--- config.mk ---
export PLATFORM = sky130hd
export DESIGN_NAME = jtag_led_fifo_chain
export DESIGN_NICKNAME = d
export VERILOG_FILES = /design/src/rtl/jtag_led_pkg.sv /design/src/rtl/jtag_led_fifo.sv /design/src/rtl/jtag_led_fifo_chain.sv
export SDC_FILE = /design/constraint.sdc
export NUM_CORES = 1
export LEC_CHECK = 0
export BUFFER_PORTS_ARGS = -buffer_cell sky130_fd_sc_hd__buf_4
export CORE_ASPECT_RATIO = 0.8
export CORE_UTILIZATION = 52
export DETAILED_ROUTE_END_ITERATION = 8
export PLACE_DENSITY = 0.7
export REMOVE_ABC_BUFFERS = 1
export SYNTH_ARGS = -nofsm -noshare
export SYNTH_HDL_FRONTEND = slang
export SYNTH_SLANG_ARGS = --single-unit
--- constraint.sdc ---
create_clock -name JTCK -period 2.6 [get_ports JTCK]
set_clock_uncertainty 0.05 [all_clocks]
set_input_delay 0.39 -clock JTCK [delete_from_list [all_inputs] [get_ports JTCK]]
set_output_delay 0.39 -clock JTCK [all_outputs]
set_load 0.01 [all_outputs]
--- src/rtl/jtag_led_pkg.sv ---
// rtl/jtag_led_pkg.sv - opcodes and status layout for the ER1 LED FIFO chain
//
// Purpose: shared definitions for jtag_led_fifo_chain and its FIFO.
//   op_e              : command opcode carried in the two MSBs of the shift word
//   ST_*_OFS          : status flag positions, counted upward from the level field

package jtag_led_pkg;

   typedef enum logic [1:0] {
      OP_NOP   = 2'b00,
      OP_PUSH  = 2'b01,
      OP_FLUSH = 2'b10,
      OP_POP   = 2'b11
   } op_e;

   // Status word = {ovf, udf, full, empty, level}; level occupies the LSBs and
   // the flags sit directly above it, so their absolute position depends on
   // the level width of the instance.
   localparam int ST_EMPTY_OFS = 0;
   localparam int ST_FULL_OFS  = 1;
   localparam int ST_UDF_OFS   = 2;
   localparam int ST_OVF_OFS   = 3;
   localparam int ST_FLAG_W    = 4;

endpackage

--- src/rtl/jtag_led_fifo.sv ---
// rtl/jtag_led_fifo.sv - single-clock DEPTH x DATA_W pattern FIFO
//
// Purpose: buffers LED patterns between the JTAG decode and playback.
// Ports:
//   clk_i, rst_ni     : clock, asynchronous active-low reset
//   push_i, wdata_i   : write request and data
//   pop_i             : read request (head advances)
//   flush_i           : empty the FIFO; overrides push and pop
//   head_o            : oldest entry (valid when !empty_o)
//   level_o           : registered entry count
//   full_o, empty_o   : level == DEPTH / level == 0

module jtag_led_fifo
   import jtag_led_pkg::*;
#(
   parameter  int DATA_W = 9,
   parameter  int DEPTH  = 8,
   localparam int PTR_W  = $clog2(DEPTH),
   localparam int LVL_W  = $clog2(DEPTH + 1)
) (
   input  logic              clk_i,
   input  logic              rst_ni,
   input  logic              push_i,
   input  logic              pop_i,
   input  logic              flush_i,
   input  logic [DATA_W-1:0] wdata_i,
   output logic [DATA_W-1:0] head_o,
   output logic [LVL_W-1:0]  level_o,
   output logic              full_o,
   output logic              empty_o
);

   logic [DATA_W-1:0] mem_q [DEPTH];
   logic [PTR_W-1:0]  wr_ptr_q, wr_ptr_d;
   logic [PTR_W-1:0]  rd_ptr_q, rd_ptr_d;
   logic [LVL_W-1:0]  level_q, level_d;
   logic              do_push, do_pop;

   assign full_o  = (level_q == LVL_W'(DEPTH));
   assign empty_o = (level_q == '0);
   assign level_o = level_q;
   assign head_o  = mem_q[rd_ptr_q];

   // A push onto a full FIFO is still taken when a pop frees a slot this edge.
   assign do_pop  = pop_i & ~empty_o & ~flush_i;
   assign do_push = push_i & (~full_o | do_pop) & ~flush_i;

   always_comb begin
      wr_ptr_d = wr_ptr_q;
      rd_ptr_d = rd_ptr_q;
      level_d  = level_q;
      if (flush_i) begin
         wr_ptr_d = '0;
         rd_ptr_d = '0;
         level_d  = '0;
      end else begin
         if (do_push) wr_ptr_d = wr_ptr_q + PTR_W'(1);
         if (do_pop)  rd_ptr_d = rd_ptr_q + PTR_W'(1);
         case ({do_push, do_pop})
            2'b10:   level_d = level_q + LVL_W'(1);
            2'b01:   level_d = level_q - LVL_W'(1);
            default: level_d = level_q;
         endcase
      end
   end

   always_ff @(posedge clk_i or negedge rst_ni) begin
      if (!rst_ni) begin
         wr_ptr_q <= '0;
         rd_ptr_q <= '0;
         level_q  <= '0;
      end else begin
         wr_ptr_q <= wr_ptr_d;
         rd_ptr_q <= rd_ptr_d;
         level_q  <= level_d;
      end
   end

   // Storage needs no reset: entries are only read below the level count.
   always_ff @(posedge clk_i) begin
      if (do_push) mem_q[wr_ptr_q] <= wdata_i;
   end

endmodule

--- src/rtl/jtag_led_fifo_chain.sv ---
// rtl/jtag_led_fifo_chain.sv - ER1 JTAG data register feeding an LED pattern FIFO
//
// Purpose: JTCK-clocked ER1 chain; shifts in {op, data} words, buffers LED
// patterns and plays them out while the TAP idles in Run-Test/Idle.
// Ports:
//   JTCK, JRSTN        : JTAG clock, asynchronous active-low reset
//   JTDI, JTD1         : serial in / serial out (JTD1 = sr[0])
//   JSHIFT, JCE1       : Capture-DR (JCE1 & !JSHIFT) and Shift-DR (JCE1 & JSHIFT)
//   JUPDATE            : Update-DR, shared by every chain
//   JRTI1              : Run-Test/Idle with ER1 loaded; drives playback
//   LEDS               : current LED pattern (registered)
//   fifo_level         : FIFO entry count (registered)

module jtag_led_fifo_chain
   import jtag_led_pkg::*;
#(
   parameter int DATA_W  = 9,
   parameter int DEPTH   = 8,
   parameter int RTI_DIV = 4
) (
   input  logic                       JTCK,
   input  logic                       JRSTN,
   input  logic                       JTDI,
   input  logic                       JSHIFT,
   input  logic                       JUPDATE,
   input  logic                       JCE1,
   input  logic                       JRTI1,
   output logic                       JTD1,
   output logic [DATA_W-1:0]          LEDS,
   output logic [$clog2(DEPTH+1)-1:0] fifo_level
);

   localparam int SR_W  = DATA_W + 2;
   localparam int LVL_W = $clog2(DEPTH + 1);
   localparam int CNT_W = (RTI_DIV > 1) ? $clog2(RTI_DIV) : 1;

   logic [SR_W-1:0]   sr_q, sr_d;
   logic              armed_q, armed_d;
   logic              ovf_q, ovf_d;
   logic              udf_q, udf_d;
   logic [CNT_W-1:0]  rti_cnt_q, rti_cnt_d;
   logic [DATA_W-1:0] leds_q, leds_d;

   logic              capture, shift, update;
   op_e               op;
   logic              cmd_push, cmd_pop, cmd_flush;
   logic              rti_term, play_pop, fifo_pop;
   logic [SR_W-1:0]   status;

   logic [DATA_W-1:0] fifo_head;
   logic [LVL_W-1:0]  fifo_lvl;
   logic              fifo_full, fifo_empty;

   assign capture = JCE1 & ~JSHIFT;
   assign shift   = JCE1 & JSHIFT;
   // Only a word this chain actually shifted may be decoded; JUPDATE alone
   // belongs to whichever chain the TAP last scanned.
   assign update  = JUPDATE & armed_q;

   assign op        = op_e'(sr_q[SR_W-1 -: 2]);
   assign cmd_push  = update && (op == OP_PUSH);
   assign cmd_pop   = update && (op == OP_POP);
   assign cmd_flush = update && (op == OP_FLUSH);

   assign rti_term = JRTI1 && (rti_cnt_q == CNT_W'(RTI_DIV - 1));
   assign play_pop = rti_term & ~fifo_empty & ~cmd_flush;
   assign fifo_pop = cmd_pop | play_pop;

   always_comb begin
      status                           = '0;
      status[LVL_W-1:0]                = fifo_lvl;
      status[LVL_W + ST_EMPTY_OFS]     = fifo_empty;
      status[LVL_W + ST_FULL_OFS]      = fifo_full;
      status[LVL_W + ST_UDF_OFS]       = udf_q;
      status[LVL_W + ST_OVF_OFS]       = ovf_q;
   end

   always_comb begin
      sr_d      = sr_q;
      armed_d   = armed_q;
      ovf_d     = ovf_q;
      udf_d     = udf_q;
      rti_cnt_d = rti_cnt_q;
      leds_d    = leds_q;

      if (capture) begin
         sr_d    = status;
         armed_d = 1'b0;
      end else if (shift) begin
         sr_d    = {JTDI, sr_q[SR_W-1:1]};
         armed_d = 1'b1;
      end
      if (update) armed_d = 1'b0;

      if (cmd_flush) begin
         ovf_d = 1'b0;
         udf_d = 1'b0;
      end else begin
         // Full implies non-empty, so any pop this edge makes room.
         if (cmd_push && fifo_full && !fifo_pop) ovf_d = 1'b1;
         if (cmd_pop && fifo_empty)               udf_d = 1'b1;
      end

      if (fifo_pop && !fifo_empty) leds_d = fifo_head;

      if (cmd_flush || !JRTI1 || rti_term) rti_cnt_d = '0;
      else                                  rti_cnt_d = rti_cnt_q + CNT_W'(1);
   end

   always_ff @(posedge JTCK or negedge JRSTN) begin
      if (!JRSTN) begin
         sr_q      <= '0;
         armed_q   <= 1'b0;
         ovf_q     <= 1'b0;
         udf_q     <= 1'b0;
         rti_cnt_q <= '0;
         leds_q    <= '0;
      end else begin
         sr_q      <= sr_d;
         armed_q   <= armed_d;
         ovf_q     <= ovf_d;
         udf_q     <= udf_d;
         rti_cnt_q <= rti_cnt_d;
         leds_q    <= leds_d;
      end
   end

   jtag_led_fifo #(
      .DATA_W (DATA_W),
      .DEPTH  (DEPTH)
   ) u_fifo (
      .clk_i   (JTCK),
      .rst_ni  (JRSTN),
      .push_i  (cmd_push),
      .pop_i   (fifo_pop),
      .flush_i (cmd_flush),
      .wdata_i (sr_q[DATA_W-1:0]),
      .head_o  (fifo_head),
      .level_o (fifo_lvl),
      .full_o  (fifo_full),
      .empty_o (fifo_empty)
   );

   assign JTD1       = sr_q[0];
   assign LEDS       = leds_q;
   assign fifo_level = fifo_lvl;

endmodule
==> results of run 1 <==
[synth_stat cells (all sizes together), types with 3 or more instances]
library cell  number
buf                9
mux2               3
ha                 5
nor2              34
mux4              19
dfrtp             35
mux2i             20
a21oi             22
a31oi              3
edfxtp            72
o21ai              4
inv                4
nand3              6
nor3               4
nand2             10
nand2b             5
[per-layer routing]
layer / vias up / track usage, % / wire [um]
met2: 50 / 32.1 / 4000
met1: 1243 / 30.7 / 3920
met3: 2 / 4.89 / 367
met4: 0 / 4.23 / 14
met5: - / 0 / 0
li1: 1148 / - / -
[tightest hold or removal path, stage by stage]
cell	delay (ps)
sky130_fd_sc_hd__buf_4	80
sky130_fd_sc_hd__nand3_1	60
sky130_fd_sc_hd__o21ai_0	70
[cell type report]
cell class | count | share of cell area, %
repair buffers | 53 | 8.12
flip-flops and latches | 107 | 58.6
well taps | 108 | 2.61
multi-input cells | 151 | 26.4
inverters | 4 | 0.290
clock inverters | 6 | 1.52
clock buffers | 10 | 2.46
[worst max path at each step]
stage,to
after detailed placement,u_fifo.level_o[3]
after global routing,u_fifo.level_o[3]
after global placement,u_fifo.level_o[3]
final,u_fifo.level_o[3]
after CTS,u_fifo.level_o[3]
after floorplan,u_fifo.level_o[3]
[registers in the layout (all words and copies together) (netlist names)]
register         flops
u_fifo.rd_ptr_q      3
udf_q                1
ovf_q                1
rti_cnt_q            2
u_fifo.level_o       4
LEDS                 9
sr_q                11
u_fifo.wr_ptr_q      3
armed_q              1
u_fifo.mem_q        72
[metrics by stage]
| step | hold WS (ps) | util [%] |
|---|---|---|
| after floorplan | 44.4 | - |
| after global placement | 343 | 60.4 |
| after detailed placement | 346 | 60.4 |
| after CTS | 197 | 63.4 |
| after global routing | 221 | 64.3 |
| final | 212 | 64.3 |
[power groups by stage]
stage                     registers [uW]  clock network, uW  logic, uW
after global placement              2340                  0       1160
after detailed placement            2350                  0       1190
final                               2310               1050       1230
after floorplan                     2420                  0        583
after CTS                           2310               1080       1200
after global routing                2350               1140       1360
[cell usage in the layout (no fill, tap or decap), types with 2 or more instances in the layout]
| master | count |
|---|---|
| sky130_fd_sc_hd__mux2i_1 | 20 |
| sky130_fd_sc_hd__a31oi_1 | 2 |
| sky130_fd_sc_hd__a21oi_1 | 21 |
| sky130_fd_sc_hd__nor3_1 | 3 |
| sky130_fd_sc_hd__inv_8 | 2 |
| sky130_fd_sc_hd__nor2_1 | 33 |
| sky130_fd_sc_hd__inv_6 | 3 |
| sky130_fd_sc_hd__inv_1 | 4 |
| sky130_fd_sc_hd__nor4b_1 | 2 |
| sky130_fd_sc_hd__nand2_2 | 2 |
| sky130_fd_sc_hd__nand2_1 | 8 |
| sky130_fd_sc_hd__dfrtp_1 | 35 |
| sky130_fd_sc_hd__and4b_1 | 2 |
| sky130_fd_sc_hd__xnor2_1 | 2 |
| sky130_fd_sc_hd__mux4_2 | 19 |
| sky130_fd_sc_hd__ha_1 | 2 |
| sky130_fd_sc_hd__nand2b_1 | 5 |
| sky130_fd_sc_hd__mux2_1 | 2 |
| sky130_fd_sc_hd__o21ai_0 | 4 |
| sky130_fd_sc_hd__buf_6 | 2 |
| sky130_fd_sc_hd__nand3_1 | 5 |
| sky130_fd_sc_hd__ha_4 | 3 |
| sky130_fd_sc_hd__clkbuf_8 | 9 |
| sky130_fd_sc_hd__buf_4 | 49 |
| sky130_fd_sc_hd__edfxtp_1 | 72 |
[timing repair]
action,CTS,global route
buffers inserted,1,2
pin swaps,1,9
hold buffers,1,0
setup endpoints to repair,1,1
endpoints found under the hold margin,35,0
gates resized for setup,3,10
[logic make-up after synthesis]
logic type | after synthesis | share of synthesized area (%)
DFF | 107 | 69.0
and+or+nand+nor | 67 | 7.45
muxes | 42 | 15.0
AOI/OAI and AO/OA | 33 | 4.55
buffers and inverters | 15 | 1.45
adders and majority gates | 6 | 1.88
xor gates and xnor gates | 3 | 0.597
==> metrics.txt, run 1 <==
critical-path maximum fanout=3; residual DRC count=0; worst path buffer plus inverter count=0; unrepaired setup endpoints after global routing=true; startpoint of the most critical register-to-register path=rti_cnt_q[0]; synthesized cell area=4400 um2; initial detailed-routing violation count=115; cells taking the most area after synthesis=sky130_fd_sc_hd__edfxtp_1 49%, sky130_fd_sc_hd__dfrtp_1 20%, sky130_fd_sc_hd__mux4_2 9.7%, sky130_fd_sc_hd__mux2i_1 4.5%, sky130_fd_sc_hd__nor2_1 2.8%; cell count after placement=419; sequential-to-total area share from yosys stat=69.0%; post-route design area=5180 um2; remaining antenna violation count after routing=0; number of synthesized register bits=107; Chip Height=84.3 um; Initial DRT Pass Iterations=4; clk root buf=sky130_fd_sc_hd__clkbuf_8; Internal Dissipation=3220 uW; final hold violation count=0; kind of end point of the critical path=flop; Final TNS setup=0 ps; overall power consumption=4590 uW; Detailed Place HPWL=5.30 mm; io pins=21; buffer depth of the longest clock path=2; family with the most delay on the worst path=multiplexers; clock period minus worst slack=2520 ps; overall routed net length=8.30 mm; total number of vias=2443; full die area=8840 um2; number of cells on the worst hold path=3; Crit path largest cell delay=approximately 440 ps; hold_sp=JTDI; placed inst area=4870 um2; routability congestion estimate=~0.76; share of synthesized registers carrying an async set or reset=32.7%; leakage power=between 0.0015 and 0.002 uW; Syn Area/Cell=16.1 um2; net load switching power=1380 uW; die width=105 um; Buffers on Ports=20; average wire per cell in the routed design=~19 um; Worst R2R Path Depth=10; capturing point of the worst reg2reg path=u_fifo.level_o[3]; slew at the pin closest to its max-slew limit=722 ps; power density over the cells=887 nW/um2; Critical Path Stages=10; Storage cell area=3040 um2; dpl ws=-178 ps; Critical Path AT=2740 ps; distinct cell type count of the synthesized netlist=34; Overall Global Routing Usage=between 20% and 30%; clock latency on the worst-skew pair=between 300 and 400 ps; layout net count=around 340; maximum number of pins on one net before global-route repair=36; first-pass GRT wire length=roughly 13 mm; area occupied by multi-input gates=approximately 1400 um2; CTS tree=done; number of placement rows=29; worst path setup slack after routing=around 77 ps; fraction of final layout cells with drive strength greater than 1=approximately 30%; end point of the most critical hold path=sr_q[10]; top_reg_cell synth=sky130_fd_sc_hd__edfxtp_1; area share of the largest cell type after synthesis=between 40% and 50%; count of pins over their slew limit=0; classification of the worst setup path=reg2reg; cell chain of the critical path=ha_4 -> nand2_2 -> mux2_4 -> nor3_4 -> ha_4 -> a21oi_2 -> nand2_2 -> and2_1 -> mux4_2 -> a32o_1; min-delay worst type=in2reg; final worst-path cycle share=97.0%; htree depth=3; number of failing setup endpoints in the final timing report=0; Flop pwr share=50.3%; cell with the largest stage delay on the worst path=sky130_fd_sc_hd__mux4_2; beginning of the critical path=rti_cnt_q[0]; setup slack on the worst flop-to-flop path=80 ps; via count of the first global-routing pass=between 2000 and 2500; cts bufs inserted=9; clock transition at the registers of the reported paths=100 ps; Filler Cell Count=602; TritonCTS sink count=107; post-synthesis instance total=roughly 270; Post-Layout Cell Count=439; global route overflow=0; yosys warns=0; switching share of power=30.0%; number of enable flip-flop cells after synthesis=72; initial standard-cell utilization of the core=54.6%; max-slew headroom at the worst pin=51.9%; number of max-cap violations=0; outcome=finished clean; via count normalized by instance count=5.56; number of antenna violations at the first check in global routing=0; maximum achievable frequency=0.396 GHz; startpoint kind of the worst setup timing path=flop; total inserted antenna cells=0; part of the power in the clock network=22.9%; Area Growth Syn to Fin=17.7%; placeable core region=8060 um2; largest area contributor in the synthesized netlist=sky130_fd_sc_hd__edfxtp_1; share of power burned in combinational logic=26.8%; data required time of the worst path=2810 ps; VDD IR-drop max=about 390 uV
No activity file was read; power rests on OpenSTA's default activity.
==> run 2, diff against run 1 <==
--- a/config.mk
+++ b/config.mk
@@ -6,10 +6,12 @@
 export NUM_CORES = 1
 export LEC_CHECK = 0
 export BUFFER_PORTS_ARGS = -buffer_cell sky130_fd_sc_hd__buf_4
+export CELL_PAD_IN_SITES_DETAIL_PLACEMENT = 1
+export CELL_PAD_IN_SITES_GLOBAL_PLACEMENT = 1
 export CORE_ASPECT_RATIO = 0.8
-export CORE_UTILIZATION = 52
+export CORE_UTILIZATION = 47
 export DETAILED_ROUTE_END_ITERATION = 8
-export PLACE_DENSITY = 0.7
+export PLACE_DENSITY = 0.73
 export REMOVE_ABC_BUFFERS = 1
 export SYNTH_ARGS = -nofsm -noshare
 export SYNTH_HDL_FRONTEND = slang
==> run 2 against run 1 <==
Net effect: sequential power barely moved; global-route usage up 1.0 points; sequential cell count unchanged; power is 9.4% higher; cell area is 2.5% higher; worst setup slack worse by 74 ps; hold slack improved by 36 ps; fmax decreased by 2.8%; die area up 10%; clock-buffer cell count unchanged; cell count grew 2.1%.
==> metrics.txt, run 2 (synthesis gave the netlist of run 1 again) <==
outcome=finished clean; slew at the pin closest to its max-slew limit=766 ps; dpl ws=-203 ps; Chip Height=88.5 um; initial detailed-routing violation count=146; kind of end point of the critical path=flop; Detailed Place HPWL=5.99 mm; worst path setup slack after routing=3.64 ps; most frequent standard cell in the layout excluding fill and tap cells=sky130_fd_sc_hd__edfxtp_1; Buffers on Ports=20; first-pass GRT wire length=14.9 mm; cell chain of the critical path=ha_4 -> nand2_4 -> mux2_4 -> nor3_4 -> ha_4 -> a21oi_4 -> nand2_2 -> buf_4 -> mux4_2 -> a32o_1; full die area=approximately 10000 um2; post-route design area=between 5000 and 6000 um2; routability congestion estimate=0.764; layout net count=341; data required time of the worst path=~2800 ps; most frequent cells in the layout=72 x sky130_fd_sc_hd__edfxtp_1, 53 x sky130_fd_sc_hd__buf_4, 35 x sky130_fd_sc_hd__dfrtp_1, 33 x sky130_fd_sc_hd__nor2_1, 21 x sky130_fd_sc_hd__a21oi_1; Initial DRT Pass Iterations=4; final hold violation count=0; VDD IR-drop max=565 uV; average wire per cell in the routed design=21.5 um; clk root buf=sky130_fd_sc_hd__clkbuf_16; Largest register FFs=72; number of max-cap violations=0; die width=110 um; cell with the largest stage delay on the worst path=sky130_fd_sc_hd__mux4_2; number of failing setup endpoints in the final timing report=0; TritonCTS sink count=107; global route overflow=0; Critical Path AT=2780 ps; fraction of final layout cells with drive strength greater than 1=29.4%; total number of vias=2553; cts bufs inserted=9; clock period minus worst slack=2600 ps; htree depth=3; family with the most delay on the worst path=multiplexers; via count normalized by instance count=about 5.7; Final TNS setup=0 ps; classification of the worst setup path=reg2reg; final worst-path cycle share=~100%; placed inst area=4850 um2; register with the highest flop count=u_fifo.mem_q; total inserted antenna cells=0; remaining antenna violation count after routing=0; min-delay worst type=in2reg; Filler Cell Count=873; power density over the cells=946 nW/um2; cell seen most often among critical-path stages=sky130_fd_sc_hd__ha_4; CTS tree=done; max-slew headroom at the worst pin=~49%; Crit path largest cell delay=450 ps; area occupied by multi-input gates=1380 um2; clock transition at the registers of the reported paths=70 ps; maximum achievable frequency=0.385 GHz; worst path buffer plus inverter count=1; initial standard-cell utilization of the core=48.5%; Area Growth Syn to Fin=20.7%; clock latency on the worst-skew pair=340 ps; overall power consumption=around 5000 uW; maximum number of pins on one net before global-route repair=36; leakage power=about 0.0020 uW; io pins=21; number of antenna violations at the first check in global routing=0; via count of the first global-routing pass=2694; Storage cell area=3040 um2; critical-path maximum fanout=3; residual DRC count=0; startpoint kind of the worst setup timing path=flop; number of placement rows=31; overall routed net length=9.61 mm; worst hold margin=248 ps; count of pins over their slew limit=0; placeable core region=9080 um2; buffer depth of the longest clock path=2; Overall Global Routing Usage=21.8%
## run 2: changes by cell type in the layout (fill, tap and decap cells not counted), sizes merged
cell      previous run  this run
bufinv               1         2
buf                 52        54
clkinvlp             0         1
inv                  9         4
clkinv               0         3
## run 2: worst register-to-register path: cells and delay by family, from the launching register on
family,cells,cell delay [ps]
AOI/OAI and AO/OA,2,360
adders and majority gates,2,430
buffers and inverters,1,140
DFF,1,410
muxes,2,730
and+or+nand+nor,3,360
## run 2: where the power goes
part | switching, uW | leakage (uW) | total, uW | internal [uW]
clock | 578 | 0.000148 | 1410 | 836
sequential | 234 | 0.00108 | 2290 | 2060
combinational | 616 | 0.000741 | 1320 | 707
## run 2: routing by layer
metal / vias to the layer above / wire, um / part of all wire, % / global-route usage, %
met5: - / 0 / 0 / 0
met4: 0 / 97 / 1.0 / 8.01
met3: 8 / 459 / 4.8 / 4.49
met2: 57 / 4740 / 49 / 35.1
met1: 1333 / 4310 / 45 / 29.7
li1: 1155 / - / - / -
## run 2: timing repair
action	in CTS	in global routing
endpoints found under the setup margin	1	1
gates resized for setup	5	8
hold buffers	1	0
cloned	0	0
buffers inserted	2	6
pin swaps	3	7
hold endpoints to repair	35	0
## run 2: stage by stage
| stage | util [%] | cells |
|---|---|---|
| finish | 58.5 | 448 |
| global route | 58.5 | 448 |
| CTS | 57.3 | 442 |
| detailed placement | 53.5 | 423 |
| global placement | 53.5 | 423 |
| floorplan | - | 262 |
## run 2: path summary, 6_finish.rpt
path | start | to | slack [ps] | depth (start not counted)
max | rti_cnt_q[0] | u_fifo.level_o[3] | 4 | 10
min | JTDI | sr_q[10] | 250 | 3
max reg2reg | rti_cnt_q[0] | u_fifo.level_o[3] | 4 | 10
min reg2reg | LEDS[3] | LEDS[3] | 480 | 2
max in group asynchronous | JRSTN | sr_q[4] | 1650 | 2
min in group asynchronous | JRSTN | LEDS[6] | 500 | 2
## run 2: area by class of cell
cell class | count | share of cell area (%)
Clock buffer | 10 | 4.31
Clock inverter | 6 | 1.51
Inverter | 4 | 0.283
Multi-Input combinational cell | 151 | 25.9
Sequential cell | 107 | 57.2
Tap cell | 115 | 2.71
Timing Repair Buffer | 55 | 8.06
==> run 3, diff against run 2 <==
--- a/config.mk
+++ b/config.mk
@@ -15,4 +15,5 @@
 export REMOVE_ABC_BUFFERS = 1
 export SYNTH_ARGS = -nofsm -noshare
 export SYNTH_HDL_FRONTEND = slang
+export SYNTH_HIERARCHICAL = 1
 export SYNTH_SLANG_ARGS = --single-unit
==> run 3 against run 2 <==
Net effect: non-clock buffer count rose by 1; largest power group unchanged; power decreased by 26%; clock-buffer cell count decreased by 1; hold slack worse by 35 ps; clock power fell by 3%; sequential share of layout area down 1.7 points; critical path depth is 1 higher; utilization is 0.32 points higher; global-route usage decreased by 0.80 points; critical path type unchanged; via count fell by 0.20%; synthesized area increased by 5.1%; cell count decreased by 0.89%.
==> metrics.txt, run 3 <==
cell chain of the critical path=or3_4 -> nor2_4 -> nand3b_1 -> mux2i_2 -> o21ai_2 -> nor3_4 -> ha_1 -> a211oi_2 -> or4_4 -> a31oi_1 -> a21oi_1; initial standard-cell utilization of the core=49.7%; Largest register FFs=72; max-slew headroom at the worst pin=51.9%; most frequent standard cell in the layout excluding fill and tap cells=sky130_fd_sc_hd__edfxtp_1; number of enable flip-flop cells after synthesis=72; most frequent cell after synthesis=sky130_fd_sc_hd__edfxtp_1; startpoint of the most critical register-to-register path=u_fifo/level_o[0]; synthesized cell area=4630 um2; full die area=10200 um2; residual DRC count=0; average wire per cell in the routed design=22.1 um; classification of the worst setup path=reg2reg; first-pass GRT wire length=about 15 mm; Worst R2R Path Depth=11; number of placement rows=31; worst hold margin=~210 ps; global route overflow=0; TritonCTS sink count=roughly 110; Syn Area/Cell=between 15 and 20 um2; clock latency on the worst-skew pair=roughly 350 ps; cells taking the most area after synthesis=sky130_fd_sc_hd__edfxtp_1 47%, sky130_fd_sc_hd__dfrtp_1 19%, sky130_fd_sc_hd__mux4_2 7.8%, sky130_fd_sc_hd__mux2_4 2.9%, sky130_fd_sc_hd__mux2i_1 2.6%; startpoint kind of the worst setup timing path=flop; largest area contributor in the synthesized netlist=sky130_fd_sc_hd__edfxtp_1; count of pins over their slew limit=0; Commonest cells post-synth=72 x sky130_fd_sc_hd__edfxtp_1, 35 x sky130_fd_sc_hd__dfrtp_1, 23 x sky130_fd_sc_hd__nor2_1; distinct cell type count of the synthesized netlist=51; end point of the most critical hold path=armed_q; slew at the pin closest to its max-slew limit=721 ps; via count normalized by instance count=~5.7; top_reg_cell synth=sky130_fd_sc_hd__edfxtp_1; capturing point of the worst reg2reg path=u_fifo/level_o[3]; Buffers on Ports=20; clock transition at the registers of the reported paths=70 ps; Critical Path AT=2760 ps; kind of end point of the critical path=flop; setup slack on the worst flop-to-flop path=~28 ps; Chip Height=90.7 um; power density over the cells=~680 nW/um2; number of failing setup endpoints in the final timing report=0; post-synthesis instance total=271; htree depth=3; most frequent cells in the layout=72 x sky130_fd_sc_hd__edfxtp_1, 49 x sky130_fd_sc_hd__buf_4, 35 x sky130_fd_sc_hd__dfrtp_1, 22 x sky130_fd_sc_hd__nor2_1, 16 x sky130_fd_sc_hd__mux4_2; share of synthesized registers carrying an async set or reset=approximately a third; overall routed net length=9.82 mm; unrepaired setup endpoints after global routing=true; clk root buf=sky130_fd_sc_hd__clkbuf_16; leakage power=0.00209 uW; Crit path largest cell delay=490 ps; Detailed Place HPWL=around 6.1 mm; io pins=21; total inserted antenna cells=0; total number of vias=between 2000 and 3000; buffer depth of the longest clock path=2; sequential-to-total area share from yosys stat=65.7%; layout net count=roughly 340; number of max-cap violations=0; clock period minus worst slack=about 2600 ps; initial detailed-routing violation count=111; routability congestion estimate=about 0.74; VDD IR-drop max=389 uV; die width=113 um; area share of the largest cell type after synthesis=46.7%; Area Growth Syn to Fin=18.4%; critical-path maximum fanout=3; outcome=finished clean; number of antenna violations at the first check in global routing=0; number of synthesized register bits=between 100 and 150; register with the highest flop count=u_fifo/mem_q; hold_sp=JUPDATE; placeable core region=9310 um2; maximum number of pins on one net before global-route repair=36; Overall Global Routing Usage=approximately a fifth; via count of the first global-routing pass=about 2700; min-delay worst type=in2reg; overall power consumption=3700 uW; CTS tree=done; cts bufs inserted=9; maximum achievable frequency=0.389 GHz; final worst-path cycle share=between 90% and 100%; Initial DRT Pass Iterations=4; final hold violation count=0; fraction of final layout cells with drive strength greater than 1=38.9%; yosys warns=6; data required time of the worst path=2790 ps; number of cells on the worst hold path=2; remaining antenna violation count after routing=0; cell with the largest stage delay on the worst path=sky130_fd_sc_hd__or4_4
## run 3: area by class of cell
type	count	area, um2
timing repair buffer	56	448
clock buffer	9	225
multi-input combinational	146	1530
clock inverter	7	76.3
tap	115	144
fill	853	3830
sequential	107	3040
inverter	4	15.0
## run 3: per-stage QoR
| stage | setup WS [ps] | utilization (%) | area [um2] | instances | TNS, ps |
|---|---|---|---|---|---|
| 2_1_floorplan | -982 | - | 4520 | 257 | -47440 |
| 3_3_place_gp | 58.5 | 53.8 | 5000 | 415 | 0 |
| 3_5_place_dp | -44.5 | 53.8 | 5000 | 415 | -44.5 |
| 4_1_cts | 1.20 | 57.8 | 5380 | 440 | 0 |
| 5_1_grt | -99.6 | 58.8 | 5480 | 444 | -384 |
| 6_report | 27.5 | 58.8 | 5480 | 444 | 0 |
## run 3: worst max-delay path by stage
| stage | start | end | slack, ps | cells after the start |
|---|---|---|---|---|
| 2_1_floorplan | u_fifo/level_o[0] | u_fifo/mem_q[0][0] | -980 | 8 |
| 3_5_place_dp | u_fifo/level_o[1] | u_fifo/level_o[3] | -40 | 11 |
| 4_1_cts | u_fifo/level_o[2] | u_fifo/level_o[3] | 1 | 11 |
| 3_3_place_gp | JUPDATE | u_fifo/level_o[3] | 60 | 10 |
| 6_report | u_fifo/level_o[0] | u_fifo/level_o[3] | 30 | 11 |
| 5_1_grt | u_fifo/level_o[0] | u_fifo/level_o[3] | -100 | 11 |
## run 3: where the power goes
| part | internal [uW] | switching [uW] |
|---|---|---|
| Clock | 755 | 613 |
| Sequential | 1910 | 99.7 |
| Combinational | 156 | 168 |
## run 3: metal layers
metal / vias up / GRT usage, % / wire length (um)
met2: 44 / 35.4 / 5060
met5: - / 0 / 0
met4: 0 / 6.91 / 146
met3: 13 / 5.30 / 320
met1: 1336 / 26.6 / 4290
li1: 1155 / - / -
## run 3: critical path: cells and delay by family (launching register included)
kind | cells | cell delay, ps
flip-flops | 1 | 380
multiplexers | 1 | 100
AND/OR/NAND/NOR | 5 | 1190
AO/OA/AOI/OAI | 4 | 440
adder cells (fa/ha/maj) | 1 | 290
## run 3: cell families after synthesis
family | count (synthesis) | share of synthesized area (%)
compound gates | 31 | 5.08
buf+inv | 18 | 2.68
simple gates | 54 | 6.84
flops | 107 | 65.7
mux | 48 | 16.6
xor+xnor | 7 | 1.33
fa+ha+maj | 6 | 1.78
## run 3: timing repair
item	CTS	global route
pin swaps	3	6
resized for setup	1	22
hold buffers	1	0
endpoints found under the hold margin	35	0
setup buffers	8	2
endpoints found under the setup margin	1	66
cloned	0	3
